--- config.mk ---
export PLATFORM = sky130hd
export DESIGN_NAME = axi_traffic_gen
export DESIGN_NICKNAME = d
export VERILOG_FILES = /design/src/rtl/axi_traffic_gen.sv
export SDC_FILE = /design/constraint.sdc
export NUM_CORES = 1
export LEC_CHECK = 0
export BUFFER_PORTS_ARGS = -buffer_cell sky130_fd_sc_hd__buf_2
export CORE_MARGIN = 1.5
export CORE_UTILIZATION = 49
export CTS_CLUSTER_SIZE = 40
export DETAILED_ROUTE_END_ITERATION = 7
export PLACE_DENSITY = 0.82
export RECOVER_POWER = 50
export SETUP_SLACK_MARGIN = 0.2
export SLEW_MARGIN = 0
export SYNTH_ARGS = -nofsm -noshare
export SYNTH_HDL_FRONTEND = slang
export SYNTH_SLANG_ARGS = --single-unit
--- constraint.sdc ---
create_clock -name aclk -period 4.8 [get_ports aclk]
set_input_delay 0.72 -clock aclk [delete_from_list [all_inputs] [get_ports aclk]]
set_output_delay 0.72 -clock aclk [all_outputs]
set_load 0.02 [all_outputs]
--- src/rtl/axi_traffic_gen.sv ---
// AXI write-then-readback traffic generator for one mesh slave port.
// Ports: aclk/aresetn, m_axi_o/m_axi_i, start+config, busy/done/timeout, err_count, bursts_done.
package axi_traffic_gen_pkg;
  localparam int AXI_ID_W   = 5;
  localparam int AXI_ADDR_W = 16;
  localparam int AXI_DATA_W = 8;

  typedef struct packed {
    logic                    awvalid;
    logic [AXI_ID_W-1:0]     awid;
    logic [AXI_ADDR_W-1:0]   awaddr;
    logic [7:0]              awlen;
    logic [2:0]              awsize;
    logic [1:0]              awburst;
    logic                    wvalid;
    logic [AXI_DATA_W-1:0]   wdata;
    logic [AXI_DATA_W/8-1:0] wstrb;
    logic                    wlast;
    logic                    bready;
    logic                    arvalid;
    logic [AXI_ID_W-1:0]     arid;
    logic [AXI_ADDR_W-1:0]   araddr;
    logic [7:0]              arlen;
    logic [2:0]              arsize;
    logic [1:0]              arburst;
    logic                    rready;
  } axi_mosi_t;

  typedef struct packed {
    logic                  awready;
    logic                  wready;
    logic                  bvalid;
    logic [AXI_ID_W-1:0]   bid;
    logic [1:0]            bresp;
    logic                  arready;
    logic                  rvalid;
    logic [AXI_ID_W-1:0]   rid;
    logic [AXI_DATA_W-1:0] rdata;
    logic [1:0]            rresp;
    logic                  rlast;
  } axi_miso_t;
endpackage

module axi_traffic_gen
  import axi_traffic_gen_pkg::*;
#(
  parameter int ID_WIDTH       = AXI_ID_W,
  parameter int ADDR_WIDTH     = AXI_ADDR_W,
  parameter int DATA_WIDTH     = AXI_DATA_W,
  parameter int TIMEOUT_CYCLES = 1024
) (
  input  logic                  aclk,
  input  logic                  aresetn,
  output axi_mosi_t             m_axi_o,
  input  axi_miso_t             m_axi_i,
  input  logic                  start,
  input  logic [ADDR_WIDTH-1:0] base_addr,
  input  logic [7:0]            burst_len,
  input  logic [15:0]           num_bursts,
  input  logic [ID_WIDTH-1:0]   txn_id,
  input  logic [DATA_WIDTH-1:0] seed,
  output logic                  busy,
  output logic                  done,
  output logic                  timeout,
  output logic [15:0]           err_count,
  output logic [15:0]           bursts_done
);

  localparam int WDW = $clog2(TIMEOUT_CYCLES + 1);

  typedef enum logic [2:0] {
    S_IDLE, S_AW, S_W, S_B, S_AR, S_R, S_DONE
  } state_t;

  state_t state, state_nx;

  logic [ADDR_WIDTH-1:0] addr_q;
  logic [7:0]            len_q;
  logic [15:0]           nb_q;
  logic [ID_WIDTH-1:0]   id_q;
  logic [DATA_WIDTH-1:0] seed_q;
  logic [7:0]            beat_q;
  logic [15:0]           n_q;
  logic [15:0]           err_q;
  logic [15:0]           bd_q;
  logic                  busy_q;
  logic                  done_q;
  logic                  to_q;
  logic [WDW-1:0]        wd_q;

  logic                  accept;
  logic                  waiting;
  logic                  hs;
  logic                  wd_hit;
  logic                  last_beat;
  logic                  more;
  logic [DATA_WIDTH-1:0] pat;
  logic [1:0]            err_inc;
  logic [16:0]           err_sum;
  logic                  unused_rresp;

  assign unused_rresp = ^m_axi_i.rresp;

  assign accept    = start && (state == S_IDLE || state == S_DONE);
  assign waiting   = state inside {S_AW, S_W, S_B, S_AR, S_R};
  assign last_beat = (beat_q == len_q);
  assign more      = ({1'b0, n_q} + 17'd1) < {1'b0, nb_q};
  assign pat       = seed_q + DATA_WIDTH'(addr_q[7:0] + beat_q);

  always_comb begin
    hs = 1'b0;
    unique case (state)
      S_AW:    hs = m_axi_i.awready;
      S_W:     hs = m_axi_i.wready;
      S_B:     hs = m_axi_i.bvalid;
      S_AR:    hs = m_axi_i.arready;
      S_R:     hs = m_axi_i.rvalid;
      default: hs = 1'b0;
    endcase
  end

  assign wd_hit = waiting && !hs &&
                  (wd_q == WDW'(TIMEOUT_CYCLES - 1));

  always_comb begin
    state_nx = state;
    unique case (state)
      S_IDLE, S_DONE: begin
        state_nx = S_IDLE;
        if (start)
          state_nx = (num_bursts == '0) ? S_DONE : S_AW;
      end
      S_AW: if (hs) state_nx = S_W;
      S_W:  if (hs && last_beat) state_nx = S_B;
      S_B:  if (hs) state_nx = S_AR;
      S_AR: if (hs) state_nx = S_R;
      S_R:
        if (hs && m_axi_i.rlast)
          state_nx = more ? S_AW : S_DONE;
      default: state_nx = S_IDLE;
    endcase
    if (wd_hit) state_nx = S_DONE;
  end

  always_comb begin
    m_axi_o = '0;
    unique case (state)
      S_AW: begin
        m_axi_o.awvalid = 1'b1;
        m_axi_o.awid    = id_q;
        m_axi_o.awaddr  = addr_q;
        m_axi_o.awlen   = len_q;
        m_axi_o.awburst = 2'b01;
      end
      S_W: begin
        m_axi_o.wvalid = 1'b1;
        m_axi_o.wdata  = pat;
        m_axi_o.wstrb  = '1;
        m_axi_o.wlast  = last_beat;
      end
      S_B: m_axi_o.bready = 1'b1;
      S_AR: begin
        m_axi_o.arvalid = 1'b1;
        m_axi_o.arid    = id_q;
        m_axi_o.araddr  = addr_q;
        m_axi_o.arlen   = len_q;
        m_axi_o.arburst = 2'b01;
      end
      S_R: m_axi_o.rready = 1'b1;
      default: m_axi_o = '0;
    endcase
  end

  // A short RLAST beat that also carries bad data costs two.
  always_comb begin
    err_inc = 2'd0;
    if (state == S_B && m_axi_i.bvalid &&
        (m_axi_i.bid != id_q || m_axi_i.bresp != 2'b00))
      err_inc = 2'd1;
    if (state == S_R && m_axi_i.rvalid) begin
      if (m_axi_i.rdata != pat || m_axi_i.rid != id_q)
        err_inc = err_inc + 2'd1;
      if (m_axi_i.rlast && !last_beat)
        err_inc = err_inc + 2'd1;
    end
  end

  assign err_sum = {1'b0, err_q} + 17'(err_inc);

  always_ff @(posedge aclk or negedge aresetn) begin
    if (!aresetn) begin
      state  <= S_IDLE;
      addr_q <= '0;
      len_q  <= '0;
      nb_q   <= '0;
      id_q   <= '0;
      seed_q <= '0;
      beat_q <= '0;
      n_q    <= '0;
      err_q  <= '0;
      bd_q   <= '0;
      busy_q <= 1'b0;
      done_q <= 1'b0;
      to_q   <= 1'b0;
      wd_q   <= '0;
    end else begin
      state <= state_nx;
      if (waiting && !hs) wd_q <= wd_q + WDW'(1);
      else                wd_q <= '0;
      if (wd_hit) to_q <= 1'b1;
      err_q <= err_sum[16] ? 16'hFFFF : err_sum[15:0];
      if (state inside {S_AW, S_AR} && hs)
        beat_q <= '0;
      if (state == S_W && hs)
        beat_q <= beat_q + 8'd1;
      if (state == S_R && hs) begin
        beat_q <= beat_q + 8'd1;
        if (m_axi_i.rlast) begin
          beat_q <= '0;
          n_q    <= n_q + 16'd1;
          bd_q   <= bd_q + 16'd1;
          addr_q <= addr_q + ADDR_WIDTH'(len_q)
                    + ADDR_WIDTH'(1);
        end
      end
      if (accept) begin
        addr_q <= base_addr;
        len_q  <= burst_len;
        nb_q   <= num_bursts;
        id_q   <= txn_id;
        seed_q <= seed;
        beat_q <= '0;
        n_q    <= '0;
        err_q  <= '0;
        bd_q   <= '0;
        busy_q <= 1'b1;
        done_q <= 1'b0;
        to_q   <= 1'b0;
        wd_q   <= '0;
      end
      if (state_nx == S_DONE) begin
        busy_q <= 1'b0;
        done_q <= 1'b1;
      end
    end
  end

  assign busy        = busy_q;
  assign done        = done_q;
  assign timeout     = to_q;
  assign err_count   = err_q;
  assign bursts_done = bd_q;

endmodule

### Yosys cells after proc, flatten, opt, wreduce, memory -nomap -nowiden

Cells that the tools add are included.
W data, S select, Z words.

* bits in registers: 126
* bits in latches: 0
* memory bits (writable): 0
* memory bits (read-only): 0
* input port bits: 84
* logic and storage cells: 115
* memories: 0

* add/subtract/negate cells: 12
* multipliers: 0
* div/mod/pow operators: 0
* $lt $le $gt $ge: 1
* eq/ne operators: 12
* shift-type cells: 0
* muxes and demuxes: 47
* bitwise operators: 0
* reductions and logical operators: 29

Operator list (count)
* $mux W16: 11
* $mux W30: 2
* $add A16 B1 Y16 const B: 3
* $mux W8: 5
* $mux W11: 3
* $mux W3: 9
* $pmux W3 S6: 1
* $add A16 B1 Y17 const B: 1
* $add A16 B2 Y17: 1
* $lt A17 B16 Y1: 1
* $add A16 B8 Y16: 1
* $add A8 B8 Y8: 2
* $logic_not A16 Y1: 1
* $eq A3 B3 Y1 const B: 4
* $logic_and A1 B1 Y1: 12
* $reduce_bool A2 Y1: 6
* $add A11 B1 Y11 const B: 1
* $eq A11 B10 Y1 const B: 1
* $mux W1: 11
* $ne A5 B5 Y1: 2
* $add A8 B1 Y8 const B: 1
* $eq A8 B8 Y1: 1
* $mux W2: 4
* $ne A8 B8 Y1: 1
* 11 further kinds: 16

### Longest topological paths before layout

Gate-level depths: netlist of run 1.

* depth in word-level cells: 13
* mapped depth: 22
* gate-level depth less buffers: 22

### Worst setup path before layout of run 1

OpenSTA, ideal clock, no wires.

* path kind: register to register
* start: register addr_q[1]
* end: register err_q[10], in the netlist err_count[10]
* arrival time: 4.753 ns
* slack: -0.031 ns
* stages on the path, launching flop included: 22
* path through: dfrtp_1 fa_1 ha_1 inv_1 fa_1 nor2b_1 o31a_1 o21a_1 nor2_1 xnor3_1 nand4_1 ha_1 xor2_1 o21ai_0 ha_1 inv_1 fa_1 nand3b_1 nor4_1 nand4_1 clkbuf_1 a21oi_1

* cells in the longest elaborated chain, start to end: 12

RTL lines
* start, declared: RTL line 77 `logic [ADDR_WIDTH-1:0] addr_q;`
* start signal, assigned: RTL line 222 `addr_q <= addr_q + ADDR_WIDTH'(len_q)`
* start signal, assigned: RTL line 227 `addr_q <= base_addr;`
* $add A8 B8 Y8 * (2 in a row): RTL line 108 `assign pat = seed_q + DATA_WIDTH'(addr_q[7:0] + beat_q);`
* $ne A8 B8 Y1 *: RTL line 181 `if (m_axi_i.rdata != pat || m_axi_i.rid != id_q)`
* $logic_or A1 B1 Y1 *: RTL line 181
* $mux W2 *: RTL line 181
* $mux W2 *: RTL line 180 `if (state == S_R && m_axi_i.rvalid) begin`
* $add A2 B1 Y2: RTL line 184 `err_inc = err_inc + 2'd1;`
* $mux W2 *: RTL line 183 `if (m_axi_i.rlast && !last_beat)`
* $mux W2 *: RTL line 180
* $add A16 B2 Y17 *: RTL line 188 `assign err_sum = {1'b0, err_q} + 17'(err_inc);`
* $mux W16 *: RTL line 211 `err_q <= err_sum[16] ? 16'hFFFF : err_sum[15:0];`
* $mux W16 *: RTL line 226 `if (accept) begin`
* end signal, assigned: RTL line 211
* end, declared: RTL line 84 `logic [15:0] err_q;`

Mark *: on every way between the ends. The rest lies on a longest branch, timed or not. The select of a mux whose other input is x is not followed.
A chain may end at the register's enable or synchronous reset.

### Worst setup path after layout of run 1

* start: register addr_q[3]
* end: register err_q[6], in the netlist err_count[6]

Same word-level chain as after synthesis.

==> results of run 1 <==
==> state kept, by name, summed over array words and instances (netlist names) <==
| register | cells |
|---|---|
| len_q | 8 |
| state | 3 |
| bursts_done | 16 |
| addr_q | 16 |
| n_q | 16 |
| seed_q | 8 |
| wd_q | 11 |
| beat_q | 8 |
| err_count | 16 |
| timeout | 1 |
| nb_q | 16 |
| busy | 1 |
| done | 1 |
| id_q | 5 |
==> Yosys cell counts, drive strengths merged (7+ instances only) <==
cell type,count
clkbuf,22
buf,26
a21o,7
nor3,9
a2111oi,7
o21ai,51
dfrtp,126
nand2b,8
nor4,13
ha,37
nand4,13
nand2,156
inv,38
nor2,68
nand3,33
nor2b,10
and2,68
a21oi,33
fa,10
and3,13
xor2,51
xnor2,43
==> path summary, 6_finish.rpt <==
check / end / slack, ns / cells past startpoint
setup / recovery: err_count[6] / -0.08 / 20
max in group asynchronous: nb_q[12] / 1.90 / 2
min in group asynchronous: beat_q[1] / 0.85 / 1
setup reg to reg: err_count[6] / -0.08 / 20
hold / removal: id_q[2] / 0.49 / 3
hold reg to reg: nb_q[0] / 0.49 / 2
==> timing repair <==
item / in CTS / in global routing
hold buffers: 0 / 0
endpoints found under the setup margin: 16 / 16
buffers inserted: 5 / 4
endpoints found under the hold margin: 0 / 0
pin swaps: 17 / 12
gates resized for setup: 21 / 5
==> where the power goes <==
| group | internal [mW] | total [mW] | switching (mW) |
|---|---|---|---|
| combinational | 1.24 | 3.04 | 1.80 |
| clock | 1.05 | 1.53 | 0.481 |
| sequential | 1.33 | 1.65 | 0.325 |
==> metal layers <==
layer | track usage [%] | part of all wire [%] | vias to the layer above
li1 | - | - | 3529
met1 | 31.63 | 41 | 3495
met2 | 45.23 | 49 | 333
met3 | 5.229 | 6.5 | 56
met4 | 13.21 | 3.8 | 0
met5 | 0 | 0 | -
==> layout make-up <==
class,instances,area (um^2),area share (%)
diodes,1,2.502,0.02450
clock buffers,21,460.4,4.508
clock inverters,11,235.2,2.303
inverters,38,142.6,1.396
multi-input cells,720,4731,46.31
flip-flops and latches,126,3154,30.88
well taps,216,270.3,2.646
repair buffers,230,1219,11.93
==> cells by family (layout without fill, tap and decap cells) <==
logic type      count (synthesis)  after routing  synth area share [%]
buf+inv                        86            300                 4.915
mux                             7              7                0.8909
xor+xnor                       95             95                 10.38
flops                         126            126                 38.71
simple gates                  419            419                 25.50
compound gates                144            144                 11.41
other cells                     1              9               0.04604
fa+ha+maj                      47             47                 8.141
==> metrics by stage <==
step	power, mW	hold WS, ns
after CTS	6.166	0.2605
after detailed placement	4.558	0.4768
after floorplan	3.685	0.4244
after global placement	4.453	0.4614
final	6.226	0.4856
after global routing	6.657	0.4885
==> worst min-delay path, delay by kind of cell <==
family / cells / cell delay [ns]
buf+inv: 1 / 0.07
simple gates: 2 / 0.08
==> results.md, run 1 <==
- Status: complete, but fails checks
- Failing checks: capacitance limit, slew limit, setup timing
- Fill cells: 1363
- Peak VDD IR: 0.2855 mV
- Vias in the first global route: 7335
- Ports: 202
- Vias: 7413
- Hold_sp: txn_id[2]
- Max-cap violations: 1
- RSZ-0062 raised after global routing: true
- Rows: 46
- ANT nets after route: 0
- Placement Cell Area: 9392 um^2
- CP Capture Type: flop
- IO buf count: 191
- Routability cong.: 0.8838
- GRT Resource Usage Total: 26.39%
- Slew Limit Fails: 37
- Commonest non-fill, non-tap cell in the layout: buf_2
- Cell Pwr Density: 609.5 nW/um^2
- CP max-delay cell: fa_1
- Design area: 10210 um^2
- 1st-pass router iterations: 5
- Setup TNS: -0.5523 ns
- H-tree Lvls: 4
- Syn Inst Count: 925
- Dominant cells by area after synthesis: dfrtp_1 (39%), nand2_1 (7.2%), ha_1 (5.7%), xor2_1 (5.5%), and2_1 (5.2%)
- Most frequent cells in the layout: buf_2 (168), nand2_1 (156), dfrtp_1 (125)
- Core ar.: 16060 um^2
- CTS tree: done
- Largest net degree at the start of global routing: 74
- Non-Filler Instances: 1363
- CP peak stage delay: 0.49 ns
- Layout cell share with drive strength beyond 1: 24.00%
- Critical path startpoint category: flop
- Worst Tran Pin Value: 1.949 ns
- Synth warn: 0
- Crit path from: addr_q[3]
- Slew HR: -29.92%
- F_max: 204.8 MHz
- Grt ovf: 0
- CTS Buffer Depth: 2
- Clock transition at path regs: 0.06 ns
- CP Class: flop to flop
- Reg-to-Reg Start: addr_q[3]
- First-pass GRT wire length: 36.59 mm
- Post-layout util: 63.61%
- Period Utilization, post-route: 101.7%
- DP HPWL: 16.29 mm
- Worst hold path type: input port to flop
- Clock Skew: 0.01015 ns
- CP max FO: 8
- Leakage: 5.112 nW
- Clock sink total: 126
- Avg Cell Area, Syn: 8.806 um^2
- Setup WS pre-CTS: -0.1686 ns
- Vert. Die Dim: 131.9 um
- CTS root buf: clkbuf_16
- Crit-path cells: fa_1 -> ha_1 -> nor2b_2 -> o31a_1 -> o21a_1 -> nor2_2 -> xnor3_1 -> nand4_1 -> ha_1 -> xor2_1 -> o21ai_1 -> ha_2 -> inv_2 -> fa_2 -> nand3b_1 -> buf_4 -> nor4_4 -> nand4_1 -> buf_6 -> a21oi_2
- Routed len/inst: 16.74 um
- Flops & latches, synth: 126
- Final setup viols: 16
- 1st-iter DRT viols: 540
- Initial antenna violation count: 1
- Synth top area share: 38.71%
- Synth Flop Type: dfrtp_1
- Ys async rst share: 100.0%
- Synth area leader: dfrtp_1
- Fin crit period: 4.883 ns
- TritonCTS Buffers: 17
- Crit path arrival time: 5.22 ns
- Area delta synth->final: 25.41%
- Sequential-to-total area share from yosys stat: 38.71%
- Placed cells: 1321
- Crit path max-delay family: adder cells
- Via density per instance: 5.439
- # nets final: 1264
- Synth unique cells: 67
- Final WS setup: -0.08272 ns
- Post-synth EDFFs: 0
- Buf+Inv Stages, Crit Path: 3
- Required @ worst endpoint: 5.14 ns
- DR DRC count: 0
- Worst-Skew Late Latency: 0.42 ns
- Hold Fails Final Rpt: 0
- Drt total wl: 22.81 mm
- Chip Width: 131.9 um
- Die area: 17410 um^2
- Netlist Area Pre-Place: 8145 um^2
- Initial core utilization: 50.72%
(Power assumes the default switching activity.)
==> run 2, diff against run 1 <==
ABC_CLOCK_PERIOD_IN_PS = 4800   (was unset)
GPL_TIMING_DRIVEN = 0   (was unset)
==> results.md, run 2 (same netlist as run 1, synthesis figures left out) <==
- GRT Resource Usage Total: 27.65% (+1.3 points)
- Sw Share: 44.20% (+2.3 points)
- R2R cell count: 21 (+5.0%)
- CTS root buf: clkbuf_16
- Area delta synth->final: 25.74%
- Worst-Skew Late Latency: 0.42 ns (about the same)
- Chip Width: 131.9 um (unchanged)
- Hold Crit Depth: 3 (unchanged)
- Hold Fails Final Rpt: 0 (unchanged)
- FF-to-FF setup slack: -0.20 ns (-0.12 ns)
- Grt ovf: 0 (unchanged)
- Final WS setup: -0.1987 ns (-0.1160 ns)
- Final setup viols: 16 (unchanged)
- TritonCTS Buffers: 17 (unchanged)
- Clock Skew: 0.007713 ns (-0.002437 ns)
- Largest net degree at the start of global routing: 65 (-12%)
- Most frequent cells in the layout: buf_2 (172), nand2_1 (156), dfrtp_1 (125)
- Cell Pwr Density: 595.6 nW/um^2 (-2.3%)
- 1st-pass router iterations: 6 (+1)
- Rows: 46 (unchanged)
- Initial antenna violation count: 1 (unchanged)
- Status: complete, but fails checks
- CTS Hold Buffers Added: 0 (unchanged)
- Clock sink total: 126 (unchanged)
- CP max FO: 5 (-3)
- Hold slack: 0.4899 ns (+0.004251 ns)
- Routed len/inst: 17.38 um (+3.9%)
- Max-cap violations: 1 (unchanged)
- Peak VDD IR: 0.3370 mV (+18%)
- Slew HR: -129.4% (-99 points)
- H-tree Lvls: 4 (unchanged)
- Layout cell share with drive strength beyond 1: 23.52% (-0.48 points)
- Vert. Die Dim: 131.9 um (unchanged)
- Hold_sp: txn_id[2]
- DP HPWL: 17.72 mm (+8.8%)
- RSZ-0062 raised after global routing: true
- Core ar.: 16060 um^2 (unchanged)
- Worst hold path type: input port to flop
- Die area: 17410 um^2 (unchanged)
- Clock Power Share: 21.7% (-2.9 points)
- Combinational power share: 51.1% (+2.3 points)
- F_max: 200.1 MHz (-2.3%)
- Routability cong.: 0.9436 (+6.8%)
- Failing checks: capacitance limit, slew limit, setup timing
- IO buf count: 191 (unchanged)
- Clock transition at path regs: 0.06 ns (about the same)
- Vias in the first global route: 7394 (+0.80%)
- Switching power: 2.696 mW (+3.4%)
- Leakage: 5.095 nW (-0.34%)
- Commonest non-fill, non-tap cell in the layout: buf_2
- DR DRC count: 0 (unchanged)
- Critical path startpoint category: flop
- Via density per instance: 5.487 (+0.89%)
- Required @ worst endpoint: 5.14 ns (about the same)
- Worst Tran Pin Value: 3.441 ns (+1.492 ns)
- # nets final: 1285 (+1.7%)
- CP Capture Type: flop
- Seq pwr share: 27.2% (+0.6 points)
- CP Class: flop to flop
- Post-layout util: 63.78% (+0.17 points)
- Tot Pwr: 6.100 mW (-2.0%)
- Crit path arrival time: 5.34 ns (+0.12 ns)
- Slew Limit Fails: 63 (+70%)
- 1st-iter DRT viols: 494 (-8.5%)
- R2R Path End: err_count[4]
- ANT nets after route: 0 (unchanged)
- Drt total wl: 24.02 mm (+5.3%)
- Ports: 202 (unchanged)
- End of the worst hold path: id_q[2]
- Reg-to-Reg Start: addr_q[1]
- Initial core utilization: 50.72% (unchanged)
- Internal power: 3.404 mW (-5.9%)
- Fin crit period: 4.999 ns (+0.1160 ns)
- CTS Buffer Depth: 2 (unchanged)
- Period Utilization, post-route: 104.1% (+2.4 points)
- Design area: 10240 um^2 (+0.27%)
- First-pass GRT wire length: 38.11 mm (+4.1%)
- Vias: 7583 (+2.3%)
- Placement Cell Area: 9452 um^2 (+0.64%)
- CTS tree: done
==> run 2: critical path, cell delays in order, from the launching register on <==
cell and delay [ns]:
dfrtp_2 0.44, fa_1 0.55, ha_2 0.19, inv_2 0.04
fa_2 0.37, nor2b_4 0.12, o31a_1 0.20, o21a_1 0.19
nor2_4 0.07, xnor3_1 0.21, nand4_1 0.12, ha_1 0.31
xor2_1 0.16, o21ai_1 0.16, ha_2 0.21, inv_2 0.04
fa_2 0.33, nand3b_1 0.28, nor4_4 0.31, nand4_1 0.26
clkbuf_8 0.24, a21oi_2 0.12
==> run 2: worst max-delay path by stage <==
stage,cells after the start,slack [ns],from,to
after floorplan,21,0.20,addr_q[1],err_count[10]
after CTS,21,-0.04,addr_q[1],err_count[12]
after global placement,20,-0.53,addr_q[1],err_count[11]
after detailed placement,20,-0.60,addr_q[1],err_count[5]
final,21,-0.20,addr_q[1],err_count[4]
after global routing,21,-0.39,addr_q[1],err_count[4]
==> run 2: power by group through the flow <==
stage / sequential (mW) / combinational [mW] / clock, mW
finish: 1.66 / 3.12 / 1.32
floorplan: 1.57 / 2.12 / 0
global placement: 1.66 / 2.83 / 0
CTS: 1.65 / 3.04 / 1.33
detailed placement: 1.68 / 2.92 / 0
global route: 1.69 / 3.41 / 1.38
==> run 2: routing by layer <==
metal	part of all wire, %	vias up	GRT usage [%]
met4	3.2	0	12.16
met3	6.2	57	4.921
met5	0	-	0
met1	42	3631	34.63
li1	-	3578	-
met2	49	317	46.86
==> run 2: what timing repair did <==
item | CTS | global route
cloned | 1 | 0
setup buffers | 7 | 3
pin swaps | 12 | 8
gates resized for setup | 29 | 8
endpoints found under the setup margin | 16 | 16
==> run 2: layout make-up <==
cell class | count | area (um^2)
clock buffers | 23 | 488.0
multi-input cells | 720 | 4761
fillers | 1331 | 5816
inverters | 38 | 142.6
well taps | 216 | 270.3
plain buffers | 48 | 267.8
clock inverters | 7 | 110.1
flip-flops and latches | 126 | 3154
diodes | 1 | 2.502
repair buffers | 203 | 1046
==> run 2: stage by stage <==
step / worst slack, ns / setup TNS (ns) / instances
final: -0.1987 / -2.705 / 1382
after CTS: -0.04428 / -0.1448 / 1378
after global placement: -0.5321 / -7.267 / 1339
after floorplan: 0.2031 / 0 / 932
after global routing: -0.3931 / -5.668 / 1382
after detailed placement: -0.5959 / -8.149 / 1340
==> run 3, diff against run 2 <==
BUFFER_PORTS_ARGS = unset   (was -buffer_cell sky130_fd_sc_hd__buf_2)
CORE_UTILIZATION = 58   (was 49)
DONT_BUFFER_PORTS = 1   (was unset)
PLACE_DENSITY = 0.81   (was 0.82)
==> results.md, run 3 (same netlist as run 1, synthesis figures left out) <==
- Status: complete, but fails checks
- Failing checks: capacitance limit, slew limit, setup timing
- Placed cells: 1112 (-17%)
- CP Capture Type: flop
- Commonest non-fill, non-tap cell in the layout: nand2_1
- Final WS setup: -0.1711 ns (+0.02758 ns)
- CTS root buf: clkbuf_16
- TritonCTS Buffers: 17 (unchanged)
- M1 WL: 9.174 mm (-8.9%)
- Routability cong.: 0.9361 (-0.79%)
- Core ar.: 13770 um^2 (-14%)
- # nets final: 1091 (-15%)
- Worst hold path type: input port to flop
- Drt total wl: 22.92 mm (-4.6%)
- Worst-Skew Late Latency: 0.43 ns (about the same)
- Crit path arrival time: 5.31 ns (-0.03 ns)
- 1st-pass router iterations: 5 (-1)
- IO buf count: 0 (-100%)
- CP max-delay cell: fa_1
- Clock transition at path regs: 0.06 ns (about the same)
- RSZ-0062 raised after global routing: true
- Max-cap violations: 1 (unchanged)
- Required @ worst endpoint: 5.13 ns (about the same)
- DP HPWL: 16.44 mm (-7.2%)
- GRT Resource Usage Total: 31.43% (+3.8 points)
- Critical path startpoint category: flop
- Routed len/inst: 19.88 um (+14%)
- Largest net degree at the start of global routing: 127 (+95%)
- CTS Buffer Depth: 2 (unchanged)
- H-tree Lvls: 4 (unchanged)
- Fill cells: 1115 (-16%)
- 1st-iter DRT viols: 615 (+24%)
- Tot Pwr: 5.951 mW (-2.5%)
- R2R cell count: 19 (-9.5%)
- Top Metal Used: met4
- Rows: 43 (-6.5%)
- Clock Skew: 0.007981 ns (+0.0002686 ns)
- F_max: 201.2 MHz (+0.55%)
- Period Utilization, post-route: 103.6% (-0.57 points)
- Initial core utilization: 59.14% (+8.4 points)
- ANT nets after route: 0 (unchanged)
- Clock sink total: 126 (unchanged)
- Non-Filler Instances: 1153 (-17%)
- Vert. Die Dim: 121.5 um (-7.9%)
- CP max FO: 5 (unchanged)
- DR DRC count: 0 (unchanged)
- Peak VDD IR: 0.3005 mV (-11%)
- Grt ovf: 0 (unchanged)
- Via density per instance: 6.023 (+9.8%)
- Initial antenna violation count: 0 (-1)
- CTS tree: done
- Crit-path cells: fa_1 -> ha_1 -> nor2b_1 -> o31a_1 -> o21a_1 -> nor2_2 -> xnor3_1 -> nand4_1 -> ha_1 -> xor2_1 -> o21ai_1 -> ha_2 -> inv_2 -> fa_2 -> nand3b_1 -> nor4_4 -> nand4_1 -> buf_6 -> a21oi_2
- Vias: 6944 (-8.4%)
- Die area: 14760 um^2 (-15%)
- Hold Fails Final Rpt: 0 (unchanged)
- Leakage: 4.247 nW (-17%)
- Slew HR: -109.1% (+20 points)
- Most frequent cells in the layout: nand2_1 (156), dfrtp_1 (122), and2_1 (68)
- Ant diodes: 0 (-1)
- Area delta synth->final: 13.72%
- CP Class: flop to flop
- Fin crit period: 4.971 ns (-0.02758 ns)
- Slew Limit Fails: 127 (+100%)
- Worst Tran Pin Value: 3.136 ns (-0.3052 ns)
- Chip Width: 121.5 um (-7.9%)
- Layout cell share with drive strength beyond 1: 10.89% (-13 points)
- CP peak stage delay: 0.50 ns (-0.05 ns)
- First-pass GRT wire length: 34.72 mm (-8.9%)
- Hold Crit Depth: 2 (-1)
- Final setup viols: 16 (unchanged)
- Vias in the first global route: 6643 (-10%)
- Ports: 202 (unchanged)
- Cell Pwr Density: 642.5 nW/um^2 (+7.9%)
- Met2 routed WL: 10.95 mm (-6.4%)
- Met3 WL: 2.020 mm (+36%)
==> run 3: cell types whose count changed in the layout (fill, tap and decap cells not counted), moves of 2 or more <==
cell and delta:
clkbuf_1 -26, buf_2 -167, bufinv_16 +2, dfrtp_2 +3, buf_4 -3, clkbuf_8 -5, a21oi_2 -2, clkinvlp_4 +5
clkinv_4 +2, dfrtp_1 -3
==> run 3: report_power, final <==
part	internal (mW)	switching, mW
Combinational	1.05	1.80
Clock	0.917	0.497
Sequential	1.33	0.356
==> run 3: final timing paths <==
| kind | start | endpoint | slack, ns |
|---|---|---|---|
| min in group asynchronous | aresetn | err_count[2] | 1.29 |
| setup reg to reg | addr_q[3] | err_count[7] | -0.17 |
| max in group asynchronous | aresetn | addr_q[1] | 1.43 |
| hold / removal | txn_id[1] | id_q[1] | 0.40 |
| hold reg to reg | wd_q[0] | wd_q[0] | 0.49 |
| setup / recovery | addr_q[3] | err_count[7] | -0.17 |
==> run 3: what timing repair did <==
action	CTS	global route
endpoints found under the setup margin	16	16
hold buffers	1	0
resized for setup	21	16
hold endpoints to repair	126	0
gates cloned	1	0
setup buffers	6	1
pin swaps	9	5
==> run 3: routing by layer <==
metal | track usage (%) | up-vias
met5 | 0 | -
met3 | 9.962 | 64
li1 | - | 3210
met2 | 51.34 | 337
met1 | 38.99 | 3333
met4 | 12.13 | 0
==> run 3: area by class of cell <==
| class | instances | area, um^2 | area share, % |
|---|---|---|---|
| multi-input cells | 720 | 4751 | 51.29 |
| flip-flops and latches | 126 | 3158 | 34.09 |
| clock buffers | 17 | 425.4 | 4.593 |
| plain buffers | 48 | 267.8 | 2.891 |
| well taps | 180 | 225.2 | 2.431 |
| clock inverters | 15 | 220.2 | 2.377 |
| inverters | 38 | 142.6 | 1.540 |
| repair buffers | 9 | 72.57 | 0.7835 |
==> run 3: worst max-delay path: cells and delay by family (launching register included) <==
| family | cells | cell delay, ns |
|---|---|---|
| buffers and inverters | 2 | 0.27 |
| flip-flops | 1 | 0.47 |
| adder cells (fa/ha/maj) | 5 | 1.64 |
| AND/OR/NAND/NOR | 6 | 1.20 |
| XOR/XNOR | 2 | 0.52 |
| AO/OA/AOI/OAI | 4 | 0.76 |
==> run 3: stage by stage <==
step                      util [%]  instance area, um^2  hold slack, ns  TNS (ns)  setup WS (ns)
final                        67.25                 9263          0.3958    -1.673        -0.1711
after global routing         67.25                 9263          0.3934    -5.956        -0.4405
after CTS                    66.89                 9213          0.2943    -1.158       -0.09452
after detailed placement     61.11                 8417          0.4280    -8.034        -0.5989
after global placement       61.11                 8417          0.4268    -7.266        -0.5343
after floorplan                  -                 8192          0.4244         0         0.2031
